<file path="config.mk">
export PLATFORM = sky130hd
export DESIGN_NAME = gpio_pattern_sequencer_flat
export DESIGN_NICKNAME = d
export VERILOG_FILES = /design/src/rtl/gpio_pattern_sequencer_pkg.sv /design/src/rtl/gpio_pattern_sequencer_if.sv /design/src/rtl/gpio_pattern_sequencer_tick_gen.sv /design/src/rtl/gpio_pattern_sequencer.sv /design/src/flat_wrapper.sv
export SDC_FILE = /design/constraint.sdc
export NUM_CORES = 1
export LEC_CHECK = 0
export ABC_AREA = 1
export ABC_CLOCK_PERIOD_IN_PS = 13000
export CAP_MARGIN = 40
export CELL_PAD_IN_SITES_DETAIL_PLACEMENT = 2
export CELL_PAD_IN_SITES_GLOBAL_PLACEMENT = 2
export CORE_ASPECT_RATIO = 1.4
export CORE_MARGIN = 8
export CORE_UTILIZATION = 39
export DETAILED_ROUTE_END_ITERATION = 8
export DONT_BUFFER_PORTS = 1
export GPL_TIMING_DRIVEN = 0
export HOLD_SLACK_MARGIN = 0.15
export PLACE_DENSITY_LB_ADDON = 0.1
export RECOVER_POWER = 100
export SETUP_SLACK_MARGIN = 0.5
export SLEW_MARGIN = 20
export SYNTH_ARGS = -nofsm -noshare
export SYNTH_HDL_FRONTEND = slang
export SYNTH_SLANG_ARGS = --single-unit
</file>
<file path="constraint.sdc">
create_clock -name clk -period 13 [get_ports clk]
set_clock_uncertainty 0.2 [all_clocks]
set_input_delay 2.6 -clock clk [delete_from_list [all_inputs] [get_ports clk]]
set_output_delay 2.6 -clock clk [all_outputs]
set_load 0.005 [all_outputs]
</file>
<file path="src/rtl/gpio_pattern_sequencer_pkg.sv">
// Shared types for the GPIO walking-one sequencer: sequencing modes and FSM states.
package gpio_seq_pkg;

  typedef enum logic [1:0] {
    FWD_ONCE  = 2'd0,
    FWD_LOOP  = 2'd1,
    REV_ONCE  = 2'd2,
    PING_PONG = 2'd3
  } mode_t;

  typedef enum logic [1:0] {
    IDLE = 2'd0,
    RUN  = 2'd1,
    DONE = 2'd2
  } state_t;

endpackage

</file>
<file path="src/rtl/gpio_pattern_sequencer_if.sv">
// Control/status and pad-side bundle of the sequencer; master drives control, slave is the sequencer.
interface gpio_pattern_sequencer_if
  import gpio_seq_pkg::*;
#(
  parameter int unsigned NUM_PINS   = 34,
  parameter int unsigned PRESCALE_W = 14
);
  localparam int unsigned IDX_W = $clog2(NUM_PINS);

  logic                  en;
  logic                  run;
  logic                  stop;
  mode_t                 mode;
  logic [PRESCALE_W-1:0] prescaler;
  logic [NUM_PINS-1:0]   pins_out;
  logic [NUM_PINS-1:0]   pins_oeb;
  logic                  busy;
  logic [IDX_W-1:0]      active_idx;
  logic                  done;

  modport master (
    output en, run, stop, mode, prescaler,
    input  pins_out, pins_oeb, busy, active_idx, done
  );

  modport slave (
    input  en, run, stop, mode, prescaler,
    output pins_out, pins_oeb, busy, active_idx, done
  );

endinterface

</file>
<file path="src/rtl/gpio_pattern_sequencer_tick_gen.sv">
// Dwell timer: terminal count latched on load, emits a one-cycle tick when the count reaches it.
module gpio_seq_tick_gen #(
  parameter int unsigned CNT_W = 8
) (
  input  logic             clk,
  input  logic             rst,
  input  logic             load,
  input  logic [CNT_W-1:0] load_val,
  input  logic             clr,
  input  logic             cnt_en,
  output logic             tick
);

  logic [CNT_W-1:0] term_q;
  logic [CNT_W-1:0] cnt_q;

  // A zero terminal count never ticks, which stalls the sequencer on its current pin.
  assign tick = cnt_en && (term_q != '0) && (cnt_q == term_q - CNT_W'(1));

  always_ff @(posedge clk) begin
    if (rst) begin
      term_q <= '0;
      cnt_q  <= '0;
    end else if (load) begin
      term_q <= load_val;
      cnt_q  <= '0;
    end else if (clr) begin
      cnt_q <= '0;
    end else if (cnt_en) begin
      cnt_q <= tick ? '0 : cnt_q + CNT_W'(1);
    end
  end

endmodule

</file>
<file path="src/rtl/gpio_pattern_sequencer.sv">
// Walking-one GPIO sequencer: FSM, pin index/direction, one-hot decode and enable gating.
module gpio_pattern_sequencer
  import gpio_seq_pkg::*;
#(
  parameter int unsigned NUM_PINS        = 34,
  parameter int unsigned PRESCALE_W      = 14,
  parameter int unsigned CYCLES_PER_TICK = 10000
) (
  input logic                     clk,
  input logic                     rst,
  gpio_pattern_sequencer_if.slave bus
);

  localparam int unsigned IDX_W = $clog2(NUM_PINS);
  localparam int unsigned CNT_W = PRESCALE_W + $clog2(CYCLES_PER_TICK) + 1;
  localparam logic [IDX_W-1:0] LAST = IDX_W'(NUM_PINS - 1);

  state_t           state_q, state_d;
  mode_t            mode_q, mode_d;
  logic [IDX_W-1:0] idx_q, idx_d;
  logic             dir_q, dir_d;
  logic             done_q, done_d;
  logic             start;
  logic             up;
  logic             tick;
  logic             cnt_en;
  logic             cnt_clr;
  logic [CNT_W-1:0] term_start;
  logic [NUM_PINS-1:0] pins;

  assign term_start = CNT_W'(bus.prescaler) * CNT_W'(CYCLES_PER_TICK);
  assign cnt_en     = (state_q == RUN) && bus.run && bus.en && !bus.stop;
  assign cnt_clr    = (state_q != RUN) || !bus.en || bus.stop;

  gpio_seq_tick_gen #(
    .CNT_W(CNT_W)
  ) u_tick_gen (
    .clk     (clk),
    .rst     (rst),
    .load    (start),
    .load_val(term_start),
    .clr     (cnt_clr),
    .cnt_en  (cnt_en),
    .tick    (tick)
  );

  always_ff @(posedge clk) begin
    if (rst) begin
      state_q <= IDLE;
      mode_q  <= FWD_ONCE;
      idx_q   <= '0;
      dir_q   <= 1'b1;
      done_q  <= 1'b0;
    end else begin
      state_q <= state_d;
      mode_q  <= mode_d;
      idx_q   <= idx_d;
      dir_q   <= dir_d;
      done_q  <= done_d;
    end
  end

  always_comb begin
    state_d = state_q;
    mode_d  = mode_q;
    idx_d   = idx_q;
    dir_d   = dir_q;
    done_d  = 1'b0;
    start   = 1'b0;
    up      = dir_q;
    if (!bus.en || bus.stop) begin
      state_d = IDLE;
    end else begin
      unique case (state_q)
        IDLE: begin
          if (bus.run) begin
            state_d = RUN;
            start   = 1'b1;
            mode_d  = bus.mode;
            idx_d   = (bus.mode == REV_ONCE) ? LAST : '0;
            dir_d   = (bus.mode != REV_ONCE);
          end
        end
        RUN: begin
          if (tick) begin
            unique case (mode_q)
              FWD_ONCE: begin
                if (idx_q == LAST) begin
                  state_d = DONE;
                  done_d  = 1'b1;
                end else begin
                  idx_d = idx_q + IDX_W'(1);
                end
              end
              FWD_LOOP: begin
                if (idx_q == LAST) begin
                  idx_d  = '0;
                  done_d = 1'b1;
                end else begin
                  idx_d = idx_q + IDX_W'(1);
                end
              end
              REV_ONCE: begin
                if (idx_q == '0) begin
                  state_d = DONE;
                  done_d  = 1'b1;
                end else begin
                  idx_d = idx_q - IDX_W'(1);
                end
              end
              PING_PONG: begin
                // Direction is forced at the ends so neither end pin is repeated.
                if (idx_q == '0)       up = 1'b1;
                else if (idx_q == LAST) up = 1'b0;
                idx_d  = up ? idx_q + IDX_W'(1) : idx_q - IDX_W'(1);
                dir_d  = up;
                done_d = !up && (idx_q == IDX_W'(1));
              end
              default: state_d = IDLE;
            endcase
          end
        end
        DONE: begin
          if (!bus.run) state_d = IDLE;
        end
        default: state_d = IDLE;
      endcase
    end
  end

  always_comb begin
    pins = '0;
    if (state_q == RUN && bus.en) pins[idx_q] = 1'b1;
  end

  assign bus.pins_out   = pins;
  assign bus.pins_oeb   = {NUM_PINS{~bus.en}};
  assign bus.busy       = (state_q == RUN);
  assign bus.active_idx = (state_q == RUN) ? idx_q : '0;
  assign bus.done       = done_q;

endmodule
</file>
<file path="src/flat_wrapper.sv">
// flat-port wrapper written by rule: the top's interface ports become plain ports
module gpio_pattern_sequencer_flat import gpio_seq_pkg::*;
#(
  parameter int unsigned NUM_PINS        = 34,
  parameter int unsigned PRESCALE_W      = 14,
  parameter int unsigned CYCLES_PER_TICK = 10000
)
  (clk, rst, bus_en, bus_run, bus_stop, bus_mode, bus_prescaler, bus_pins_out, bus_pins_oeb, bus_busy, bus_active_idx, bus_done);
  gpio_pattern_sequencer_if #(.NUM_PINS(NUM_PINS), .PRESCALE_W(PRESCALE_W)) bus_i ();
  input logic clk;
  input logic rst;
  input wire logic [$bits(bus_i.en)-1:0] bus_en;
  input wire logic [$bits(bus_i.run)-1:0] bus_run;
  input wire logic [$bits(bus_i.stop)-1:0] bus_stop;
  input wire logic [$bits(bus_i.mode)-1:0] bus_mode;
  input wire logic [$bits(bus_i.prescaler)-1:0] bus_prescaler;
  output wire logic [$bits(bus_i.pins_out)-1:0] bus_pins_out;
  output wire logic [$bits(bus_i.pins_oeb)-1:0] bus_pins_oeb;
  output wire logic [$bits(bus_i.busy)-1:0] bus_busy;
  output wire logic [$bits(bus_i.active_idx)-1:0] bus_active_idx;
  output wire logic [$bits(bus_i.done)-1:0] bus_done;
  assign bus_i.en = bus_en;
  assign bus_i.run = bus_run;
  assign bus_i.stop = bus_stop;
  assign bus_i.mode = bus_mode;
  assign bus_i.prescaler = bus_prescaler;
  assign bus_pins_out = bus_i.pins_out;
  assign bus_pins_oeb = bus_i.pins_oeb;
  assign bus_busy = bus_i.busy;
  assign bus_active_idx = bus_i.active_idx;
  assign bus_done = bus_i.done;
  gpio_pattern_sequencer #(.NUM_PINS(NUM_PINS), .PRESCALE_W(PRESCALE_W), .CYCLES_PER_TICK(CYCLES_PER_TICK)) u_core (.clk(clk), .rst(rst), .bus(bus_i));
endmodule
</file>
Yosys cells after proc, flatten, opt, wreduce, memory -nomap -nowiden. Index checks and enable logic that the tools add are counted.

Input bits: 21. Output and inout bits: 76. Logic and storage cells: 102. Flip-flop bits (word level): 65.

Reductions and logical operators: 27. Add/subtract/negate cells: 4. Muxes and demuxes: 37. Equality and inequality tests: 20. Multipliers: 1. Magnitude comparators: 2. Bitwise gates (word level): 4.

Operators by type and width (count): $mux W6 (8); $mux W34 (1); $add A29 B1 Y29 const B (1); $eq A29 B29 Y1 (1); $mux W29 (1); $reduce_bool A29 Y1 (1); $sub A28 B1 Y29 const B (1); $mul A14 B10 Y24 const B (1); $pmux W6 S4 (1); $mux W1 (15); $pmux W6 S2 (1); $reduce_and A6 Y1 (2); $mux W2 (5); $eq A2 B2 Y1 const B (4); $logic_and A1 B1 Y1 (8); $lt A6 B7 Y1 const B (1); $add A6 B1 Y6 const B (1); $demux W1 S6 (1); $eq A6 B1 Y1 const B (1); $eq A6 B6 Y1 const B (1); $ge A6 B1 Y1 const B (1); $logic_not A6 Y1 (1); $ne A2 B1 Y1 const B (3); $ne A2 B2 Y1 const B (3); other kinds (19) (31).

Longest topological paths before layout. Gate-level depths: netlist (run 1).

Depth after elaboration: 13. Depth in mapped cells: 24. Depth with buffers taken out: 24.

Modules after synthesis. Synthesis (run 1) repeated with hierarchy kept, for this count alone.

Cell total of the unflattened synthesis: 1162. Area, all modules: 7698.6 sq um.

Modules (own cells, without submodules): gpio_pattern_sequencer (times used 1, area each 3860.0 sq um, sequential area each 240.2 sq um, cells an instance 551); gpio_seq_tick_gen (times used 1, area each 3838.7 sq um, sequential area each 1161.1 sq um, cells an instance 611).

Least setup slack after synthesis (run 1). Ideal clock, no wire load.

Kind: in2reg. Start point: input bus_prescaler[4]. End point: register u_core.u_tick_gen.term_q[24]. Arrival time: 6.379 ns. Setup slack: 6.306 ns. Setup time: 0.115 ns. Data required time: 12.685 ns. Cell stages on the path: 21. Buffers on the path: 0. Cells stage by stage: inv_1 -> fa_1 -> inv_1 -> ha_1 -> inv_1 -> fa_1 -> inv_1 -> ha_1 -> inv_1 -> fa_1 -> inv_1 -> ha_1 -> nand2_1 -> nor2_1 -> inv_1 -> o21ai_0 -> a21oi_1 -> o21ai_0 -> xor2_1 -> o21ai_0 -> inv_1.

Word-level cells in the longest chain between the ends: 1.

RTL lines: start: declaration (line flat_wrapper.sv:16) `input wire logic [$bits(bus_i.prescaler)-1:0] bus_prescaler;`; $mul A14 B10 Y24 (line gpio_pattern_sequencer.sv:31) `assign term_start = CNT_W'(bus.prescaler) * CNT_W'(CYCLES_PER_TICK);`; end signal: assignment (line gpio_pattern_sequencer_tick_gen.sv:25) `term_q <= load_val;`; end: declaration (line gpio_pattern_sequencer_tick_gen.sv:14) `logic [CNT_W-1:0] term_q;`.

No other way between the ends. A chain may end at the register's enable or synchronous reset.

Worst setup path in the final report (run 1).
Start point: input bus_prescaler[4]. End point: register u_core.u_tick_gen.term_q[25].

Same word-level chain as after synthesis.

==> flow_summary.yaml, run 1 <==
worst_setup_path:
  endpoint_kind: "flop"
  reg2reg_to: "u_core.u_tick_gen.cnt_q[28]"
  worst-r2r-cell-count: 16
  cp-startpoint: "bus_prescaler[4]"
  critPathLaunchType: "input pin"
  source_of_the_worst_register_to_register_timing_path: "u_core.state_q[0]"
  worst-endpoint-required_ps: 13030
  r2r_slack_ps: 8090
  path_type_of_the_worst_setup_path: "in -> reg"
  endpoint: "u_core.u_tick_gen.term_q[25]"
  critPathArrivalTime_ps: 6900
  critical_path.max_fanout: 4
cts:
  post_cts_resize_count: 0
  clk_latency_ps: 340
  path_clk_slew_ps: 60
  clock-root-buffer: "clkbuf_16"
  cts_max_level: 3
  ctsHoldBuffers: 0
  tritoncts_num_sinks: 65
  cts_setup_buffers: 0
  cts_max_path_buffers: 2
  cts-buffers-inserted: 9
  tritoncts: "built"
sta:
  finalWorstPathRequiredPeriod_ps: 6870
  maximum_clock_frequency_ghz: 0.146
  hold_violations: 0
  hold-worst-slack_ps: 289
  slew_headroom_pct: 31.4
  tns_ps: 0
  setup-violations-final: 0
  maxSlewViolCount: 0
  min_period_over_period_pct: 52.9
  grt_setup_unrepaired: "false"
  worst-slew-pin-transition_ps: 1030
finish:
  final.fill_count: 2219
  antenna_cells: 0
  finalNetCount: 1176
  layout.cells.most_common: "inv_1"
  layout.cells.most_common_list: "inv_1 (190), nand2_1 (187), nor2_1 (161)"
  layout-drive-gt1-share_pct: 6.50
  final_area_um2: 7570
  area_growth_pct: 8.17
global_routing:
  antenna_found_initial: 0
  grt_util_met2_pct: 43.0
  grt_pass1_vias: 7477
  gr-max-usage-layer: "met2"
  grt_overflow: 0
  wire_length_of_the_first_global_routing_pass_um: 38900
  grt_start_max_net_pins: 33
  globalRouteMet3Util_pct: 2.36
  global_routing_met1_resource_utilization_pct: 23.1
  gr_util_all_layers_pct: 21.8
route:
  detail_route.vias_per_cell: 5.12
  routed_wire_length_per_instance_um: 18.1
  ant_nets: 0
  drt_first_pass_iters: 4
  post-route-drc-count: 0
  detailroute.via_count: 6655
  drt_first_iter_violations: 241
  final_routed_wirelength_um: 23600
synthesis:
  synth-edff-count: 0
  post-synth-top-area-fraction_pct: 18.6
  synth_warnings: 0
  synth-compound-area-share_pct: 9.83
  synth.yosys.seq_area_share_pct: 18.6
  yosys_register_bits: 65
  synth_fa_ha_area_share_pct: 20.8
  synth.lib_cells_used.distinct: 48
  yosys_most_used_dff: "dfxtp_1"
  ys_async_sr_fraction_pct: 0
  synthCells: 1044
  post_synth_xor_area_fraction_pct: 6.01
  synthesis.nets: 1164
  synth_largest_area_cell: "dfxtp_1"
  netlist_top_cells_area: "dfxtp_1 (19%), ha_1 (13%), inv_1 (10%), nand2_1 (9.9%), nor2_1 (8.5%)"
  simple_gate_area_share_of_the_yosys_netlist_pct: 29.8
  post_synth_instance_area_um2: 7000
  multiplexer_fraction_of_the_synthesized_cell_area_pct: 0
  synth_top_family_by_area: "simple AND/OR/NAND/NOR gates"
  avgSynthCellArea_um2: 6.71
floorplanning:
  starting_density_of_the_core_pct: 39.4
  coreArea_um2: 17800
  die_y_um: 175
  die-width_um: 129
  die_area_um2: 22600
  io_pins: 97
  std_cell_rows: 58
power_and_ir_drop:
  vdd.ir_drop.worst_v: 0.0000682
  power-per-cell-area_nw_per_um2: 138
  power_leakage_nw: 3.73
placed_design:
  place.detailed.hpwl_um: 19800
  place_area_um2: 7320
  portBuffers: 0
  routabilityCongestion: 0.812
run:
  max_cap_violations: 0
outcome:
  run_status: "finished clean"
hold_path:
  hp-class: "reg -> reg"
==> registers in the layout (all words and copies together), names as in the netlist <==
register / cells
u_core.u_tick_gen.cnt_q: 29
u_core.bus.done: 1
u_core.dir_q: 1
u_core.mode_q: 2
u_core.state_q: 2
u_core.idx_q: 6
u_core.u_tick_gen.term_q: 24
==> synthesized netlist by cell type (4+ instances only) <==
master / instances
nor2_2: 5
nor3_1: 18
dfxtp_1: 65
o21ai_0: 44
inv_1: 190
nor3b_1: 5
a21oi_1: 55
nor2_1: 159
nand4_1: 26
xor2_1: 31
nand2_2: 4
ha_1: 70
nand3_1: 40
nand2_1: 185
nand3b_1: 4
a221oi_1: 4
fa_1: 29
buf_4: 35
xnor2_1: 17
clkbuf_1: 8
a31oi_1: 4
nor2_4: 4
==> stage by stage <==
step	instances	setup WS (ps)	util (%)	power, mW
floorplan	1044	6310	-	0.620
global placement	1284	5880	41.1	0.740
detailed placement	1285	5750	41.1	0.766
CTS	1301	6100	43.1	1.06
global route	1301	5730	42.6	1.14
finish	1301	6130	42.6	1.04
==> layer usage <==
metal / wire length [µm] / part of all wire (%)
met1: 9330 / 40
met2: 13500 / 57
met3: 341 / 1.4
met4: 439 / 1.9
met5: 0 / 0
==> cell families after synthesis <==
kind of cell / Yosys count
AOI/OAI and AO/OA: 122
xor gates and xnor gates: 48
adders and majority gates: 99
buffers and inverters: 242
DFF: 65
and+or+nand+nor: 468
==> power breakdown <==
part	total, mW	internal [mW]	switching [mW]	leakage (nW)
clock network	0.286	0.192	0.0939	0.166
registers	0.216	0.207	0.00944	0.528
logic	0.540	0.198	0.342	3.03
==> worst max-delay path, cell delays in order <==
cell and delay [ps]:
inv_1 80, fa_1 550, inv_1 50, ha_1 260, inv_1 50, fa_1 530, inv_1 50, ha_1 260
inv_1 60, fa_1 500, inv_1 40, ha_1 360, nand2_1 90, inv_1 80, nand3_1 80, nor3_1 270
nand2_1 90, nand3_1 150, a21oi_1 130, o21ai_0 230, or2_2 160, nand3_1 60, o211ai_1 120, inv_1 70
==> worst min-delay path by stage <==
stage / startpoint / to / slack, ps / cells after the start
after floorplan: u_core.dir_q / u_core.dir_q / 240 / 2
after global placement: u_core.dir_q / u_core.dir_q / 270 / 2
after detailed placement: u_core.u_tick_gen.cnt_q[1] / u_core.u_tick_gen.cnt_q[1] / 280 / 2
after CTS: u_core.u_tick_gen.cnt_q[1] / u_core.u_tick_gen.cnt_q[1] / 290 / 2
after global routing: u_core.u_tick_gen.cnt_q[0] / u_core.u_tick_gen.cnt_q[0] / 330 / 2
final: u_core.u_tick_gen.cnt_q[1] / u_core.u_tick_gen.cnt_q[1] / 290 / 2
==> area by class of cell <==
class	count	area, µm²	share of cell area, %
plain buffers	46	287	3.78
repair buffers	1	3.75	0.0496
multi-input cells	737	4600	60.7
well taps	240	300	3.97
flip-flops and latches	65	1300	17.2
clock buffers	11	243	3.21
clock inverters	5	103	1.35
inverters	196	737	9.73
(Power assumes the default switching activity.)
==> inputs of run 2 (changes only) <==
--- a/config.mk
+++ b/config.mk
@@ -6,13 +6,13 @@
 export NUM_CORES = 1
 export LEC_CHECK = 0
 export ABC_AREA = 1
-export ABC_CLOCK_PERIOD_IN_PS = 13000
+export ABC_CLOCK_PERIOD_IN_PS = 7100
 export CAP_MARGIN = 40
 export CELL_PAD_IN_SITES_DETAIL_PLACEMENT = 2
 export CELL_PAD_IN_SITES_GLOBAL_PLACEMENT = 2
 export CORE_ASPECT_RATIO = 1.4
 export CORE_MARGIN = 8
-export CORE_UTILIZATION = 39
+export CORE_UTILIZATION = 36
 export DETAILED_ROUTE_END_ITERATION = 8
 export DONT_BUFFER_PORTS = 1
 export GPL_TIMING_DRIVEN = 0
==> constraint.sdc (replaced) <==
create_clock -name clk -period 7.1 [get_ports clk]
set_clock_uncertainty 0.2 [all_clocks]
set_input_delay 1.42 -clock clk [delete_from_list [all_inputs] [get_ports clk]]
set_output_delay 1.42 -clock clk [all_outputs]
set_load 0.005 [all_outputs]
==> flow_summary.yaml, run 2 (synthesized netlist as in run 1, its figures left out) <==
power_and_ir_drop:
  netSwitchingFraction_pct: 43.9
  power-per-cell-area_nw_per_um2: 243
  part_of_the_total_power_dissipated_in_sequential_elements_pct: 21.7
  total_switching_power_mw: 0.804
  clock_power_share_pct: 24.9
  vdd.ir_drop.worst_v: 0.000133
  power_leakage_nw: 3.71
  share_comb_of_total_power_pct: 53.4
  cell_internal_pwr_mw: 1.03
finish:
  final_core_util_pct: 39.4
  largest_reg_flops: 29
  final.fill_count: 2414
  layout.cells.most_common: "inv_1"
  finalNetCount: 1176
  area_growth_pct: 7.61
  layout-drive-gt1-share_pct: 6.42
  antenna_cells: 0
  reg_top3: "u_core.u_tick_gen.cnt_q x29, u_core.u_tick_gen.term_q x24, u_core.idx_q x6"
  final_area_um2: 7530
  layout.cells.most_common_list: "inv_1 (190), nand2_1 (187), nor2_1 (161)"
  top_register: "u_core.u_tick_gen.cnt_q"
worst_setup_path:
  source_of_the_worst_register_to_register_timing_path: "u_core.state_q[0]"
  path_delay_family: "adder cells"
  worst-r2r-cell-count: 16
  slowest_delay_ps: 500
  r2r_slack_ps: 2260
  cpMostUsedCell: "inv_1"
  critPathArrivalTime_ps: 5810
  reg2reg_to: "u_core.u_tick_gen.cnt_q[28]"
  critical_path.max_fanout: 4
  critical_path.n_buffers_inverters: 6
  critical-path-slowest-cell: "fa_1"
  worst-endpoint-required_ps: 7130
  cp_cell_sequence: "inv_1, fa_1, inv_1, ha_1, fa_1, ha_1, inv_1, fa_1, inv_1, ha_1, nand2_1, nor2_1, inv_1, o21ai_0, a21oi_1, o21ai_0, xor2_1, o21ai_0, inv_1"
  endpoint_kind: "flop"
  critPathLaunchType: "input pin"
  path_type_of_the_worst_setup_path: "in -> reg"
sta:
  worst-slew-pin-transition_ps: 1060
  maxSlewViolCount: 0
  grt_setup_unrepaired: "false"
  slew_headroom_pct: 29.2
  hold_violations: 0
  tns_ps: 0
  finalWorstPathRequiredPeriod_ps: 5780
  setup-violations-final: 0
  maximum_clock_frequency_ghz: 0.173
  min_period_over_period_pct: 81.4
global_routing:
  gr_util_all_layers_pct: 19.6
  wire_length_of_the_first_global_routing_pass_um: 38200
  antenna_found_initial: 0
  grt_pass1_vias: 7565
  grt_overflow: 0
  grt_start_max_net_pins: 33
run:
  max_cap_violations: 0
cts:
  cts-buffers-inserted: 9
  tritoncts: "built"
  cts_max_level: 3
  ctsHoldBuffers: 0
  post_cts_resize_count: 0
  clk_latency_ps: 340
  cts_setup_buffers: 0
  path_clk_slew_ps: 60
  cts_max_path_buffers: 2
  clock-root-buffer: "clkbuf_16"
  tritoncts_num_sinks: 65
outcome:
  run_status: "finished clean"
placed_design:
  portBuffers: 0
  place_area_um2: 7330
  routabilityCongestion: 0.818
  place.detailed.hpwl_um: 20000
floorplanning:
  coreArea_um2: 19100
  std_cell_rows: 60
  die-width_um: 134
  die_area_um2: 24200
  io_pins: 97
  starting_density_of_the_core_pct: 36.6
  die_y_um: 181
route:
  detailroute.via_count: 6697
  final_routed_wirelength_um: 23200
  drt_first_iter_violations: 222
  post-route-drc-count: 0
  routed_wire_length_per_instance_um: 17.7
  drt_first_pass_iters: 4
  detail_route.vias_per_cell: 5.12
  ant_nets: 0
hold_path:
  hold-path-cell-count: 2
  min_to: "u_core.u_tick_gen.cnt_q[1]"
  holdCritStartpoint: "u_core.u_tick_gen.cnt_q[1]"
  hp-class: "reg -> reg"
-- run 2: cell types whose count changed in the layout (fill, tap and decap cells not counted) --
| cell | before | now |
|---|---|---|
| clkinvlp_4 | 1 | 0 |
| clkbuf_8 | 1 | 2 |
| buf_1 | 1 | 2 |
| clkbuf_1 | 16 | 15 |
| bufinv_16 | 3 | 1 |
| clkinv_2 | 1 | 2 |
-- run 2: worst max-delay path by stage --
stage	start	cells after the start	end
2_1_floorplan	bus_prescaler[4]	21	u_core.u_tick_gen.term_q[24]
3_3_place_gp	bus_prescaler[9]	19	u_core.u_tick_gen.term_q[24]
3_5_place_dp	bus_prescaler[9]	19	u_core.u_tick_gen.term_q[24]
4_1_cts	bus_prescaler[9]	19	u_core.u_tick_gen.term_q[24]
5_1_grt	bus_prescaler[9]	19	u_core.u_tick_gen.term_q[24]
6_report	bus_prescaler[9]	19	u_core.u_tick_gen.term_q[24]
-- run 2: per-stage QoR --
stage	setup slack, ps	total power, mW	std cells	hold WS [ps]
2_1_floorplan	1590	1.13	1044	243
3_3_place_gp	1080	1.38	1292	277
3_5_place_dp	868	1.40	1293	283
4_1_cts	1230	1.88	1308	292
5_1_grt	944	2.02	1308	314
6_report	1320	1.83	1308	287
-- run 2: worst min-delay path, delay by kind of cell (launching register included) --
kind / cells / cell delay (ps)
and+or+nand+nor: 1 / 70
DFF: 1 / 320
AOI/OAI and AO/OA: 1 / 50
-- run 2: area by class of cell --
class / count / area [µm²] / area share [%]
buffer: 46 / 287 / 3.80
clock buffer: 12 / 256 / 3.40
clock inverter: 3 / 40.0 / 0.531
inverter: 196 / 737 / 9.78
multi-input combinational: 737 / 4600 / 61.0
sequential: 65 / 1300 / 17.3
tap: 248 / 310 / 4.12
timing repair buffer: 1 / 3.75 / 0.0498
-- run 2: power groups by stage --
stage	combinational, mW	sequential, mW	clock, mW
floorplan	0.737	0.397	0
global placement	0.975	0.405	0
detailed placement	0.996	0.405	0
CTS	1.01	0.398	0.468
global route	1.13	0.399	0.484
finish	0.977	0.397	0.457
-- run 2: metal layers --
metal	share of wire, %	routed length [µm]	track usage [%]	up-vias
met2	57	13200	40.2	89
met1	37	8640	18.9	3280
li1	-	-	-	3289
met3	3.0	695	2.83	39
met5	0	0	0	-
met4	2.5	578	6.89	0
==> inputs of run 3 (changes only) <==
--- a/config.mk
+++ b/config.mk
@@ -6,7 +6,7 @@
 export NUM_CORES = 1
 export LEC_CHECK = 0
 export ABC_AREA = 1
-export ABC_CLOCK_PERIOD_IN_PS = 7100
+export ABC_CLOCK_PERIOD_IN_PS = 5340
 export CAP_MARGIN = 40
 export CELL_PAD_IN_SITES_DETAIL_PLACEMENT = 2
 export CELL_PAD_IN_SITES_GLOBAL_PLACEMENT = 2
==> constraint.sdc (replaced) <==
create_clock -name clk -period 5.34 [get_ports clk]
set_clock_uncertainty 0.2 [all_clocks]
set_input_delay 1.068 -clock clk [delete_from_list [all_inputs] [get_ports clk]]
set_output_delay 1.068 -clock clk [all_outputs]
set_load 0.005 [all_outputs]
==> flow_summary.yaml, run 3 (synthesized netlist as in run 1, its figures left out) <==
sta:
  grt_setup_unrepaired: "true"
  worst-slew-pin-transition_ps: 1090
  hold_violations: 0
  finalWorstPathRequiredPeriod_ps: 5170
  min_period_over_period_pct: 96.8
  maximum_clock_frequency_ghz: 0.193
  slew_headroom_pct: 27.1
  setup-violations-final: 0
  maxSlewViolCount: 0
  worst_slack_ps: 169
  tns_ps: 0
run:
  max_cap_violations: 0
floorplanning:
  die_area_um2: 24200
  std_cell_rows: 60
  io_pins: 97
  die-width_um: 134
  starting_density_of_the_core_pct: 36.6
  die_y_um: 181
  coreArea_um2: 19100
worst_setup_path:
  endpoint_kind: "flop"
  critical-path-slowest-cell: "fa_1"
  critPathLaunchType: "input pin"
  worst-endpoint-required_ps: 5360
  critical_path.max_fanout: 4
  cpMostUsedCell: "inv_1"
  path_type_of_the_worst_setup_path: "in -> reg"
  cp_cell_sequence: "clkinvlp_4, clkbuf_1, fa_1, inv_1, ha_2, ha_1, ha_1, inv_1, fa_1, inv_1, ha_1, nand2_4, clkbuf_4, o21ai_0, inv_1, o21ai_0, xor2_1, o21ai_0, inv_1"
  critPathArrivalTime_ps: 5190
  slowest_delay_ps: 530
power_and_ir_drop:
  power_leakage_nw: 3.81
  cell_internal_pwr_mw: 1.71
  totalPowerFinal_mw: 3.10
  share_comb_of_total_power_pct: 62.2
  vdd.ir_drop.worst_v: 0.000294
  part_of_the_total_power_dissipated_in_sequential_elements_pct: 17.0
  clock_power_share_pct: 20.8
  power-per-cell-area_nw_per_um2: 384
  netSwitchingFraction_pct: 44.9
  total_switching_power_mw: 1.39
finish:
  final_core_util_pct: 42.1
  layout-drive-gt1-share_pct: 13.3
  antenna_cells: 0
  finalNetCount: 1196
  multi_input_area_um2: 4910
  area_growth_pct: 15.0
  final_cells: 1328
  largest_reg_flops: 29
  layout.cells.most_common: "nand2_1"
  regArea_um2: 1300
  final.fill_count: 2333
  layout.cells.most_common_list: "nand2_1 (182), inv_1 (177), nor2_1 (158)"
  reg_top3: "u_core.u_tick_gen.cnt_q x29, u_core.u_tick_gen.term_q x24, u_core.idx_q x6"
  top_register: "u_core.u_tick_gen.cnt_q"
route:
  ant_nets: 0
  detail_route.vias_per_cell: 5.12
  drt_first_iter_violations: 166
  post-route-drc-count: 0
  drt_first_pass_iters: 4
  final_routed_wirelength_um: 25600
  detailroute.via_count: 6802
  routed_wire_length_per_instance_um: 19.2
global_routing:
  grt_pass1_vias: 7366
  antenna_found_initial: 0
  grt_start_max_net_pins: 33
  gr_util_all_layers_pct: 19.1
  grt_overflow: 0
  wire_length_of_the_first_global_routing_pass_um: 37300
placed_design:
  routabilityCongestion: 0.836
  portBuffers: 0
  placedCellCount: 1293
  place.detailed.hpwl_um: 19200
  placement.setup.worst_slack_ps: -195
cts:
  cts-buffers-inserted: 9
  tritoncts_num_sinks: 65
  ctsHoldBuffers: 0
  cts_max_path_buffers: 2
  clk_latency_ps: 340
  path_clk_slew_ps: 50
  tritoncts: "built"
  cts_max_level: 3
  clock-root-buffer: "clkbuf_16"
hold_path:
  hp-class: "reg -> reg"
outcome:
  run_status: "finished clean"
==> run 3: changes by cell type in the layout (fill, tap and decap cells not counted), moves of 5 or more <==
cell / previous run / this run
a21oi_2: 0 / 7
ha_4: 0 / 13
inv_1: 190 / 177
clkinvlp_4: 0 / 8
o21ai_1: 0 / 6
o21ai_2: 0 / 5
a21oi_1: 55 / 46
nand2_1: 187 / 182
inv_2: 2 / 9
ha_1: 70 / 56
buf_4: 1 / 15
o21ai_0: 44 / 33
==> run 3: metal layers <==
metal / up-vias / GRT usage (%) / wire (µm)
met3: 28 / 1.83 / 508
li1: 3326 / - / -
met2: 75 / 38.9 / 14800
met4: 0 / 4.69 / 417
met1: 3373 / 19.8 / 9810
met5: - / 0 / 0
==> run 3: critical path, delay by kind of cell <==
kind                     cells  cell delay, ps
AO/OA/AOI/OAI                3             850
XOR/XNOR                     1             120
adder cells (fa/ha/maj)      6            2320
buffers and inverters        8             720
AND/OR/NAND/NOR              1              90
==> run 3: final cells by class <==
cell class / count / share of cell area [%]
multi-input combinational: 737 / 61.0
sequential: 65 / 16.2
inverter: 196 / 9.48
buffer: 46 / 3.56
timing repair buffer: 21 / 2.00
clock buffer: 10 / 2.97
tap: 248 / 3.85
clock inverter: 5 / 0.995
==> run 3: power groups by stage <==
| stage | sequential, mW | clock [mW] | combinational [mW] |
|---|---|---|---|
| finish | 0.526 | 0.644 | 1.93 |
| global route | 0.528 | 0.674 | 2.10 |
| CTS | 0.526 | 0.656 | 1.51 |
| detailed placement | 0.536 | 0 | 1.37 |
| global placement | 0.536 | 0 | 1.33 |
| floorplan | 0.528 | 0 | 1.03 |
==> run 3: stage by stage <==
stage               hold slack (ps)  cell area (µm²)
global route                    306             8050
global placement                264             7360
CTS                             288             7830
finish                          285             8050
floorplan                       243             7050
detailed placement              280             7370
==> run 3: worst paths after layout <==
check,slack [ps],to,from,depth (start not counted)
min,290,u_core.u_tick_gen.cnt_q[1],u_core.u_tick_gen.cnt_q[1],2
max reg2reg,900,u_core.u_tick_gen.cnt_q[23],u_core.state_q[0],16
min reg2reg,290,u_core.u_tick_gen.cnt_q[1],u_core.u_tick_gen.cnt_q[1],2
max,170,u_core.u_tick_gen.term_q[17],bus_prescaler[4],19
==> run 3: what timing repair did <==
action / CTS / global route
gates cloned: 0 / 0
setup endpoints to repair: 6 / 12
pin swaps: 12 / 17
buffers inserted: 9 / 11
resized for setup: 21 / 57
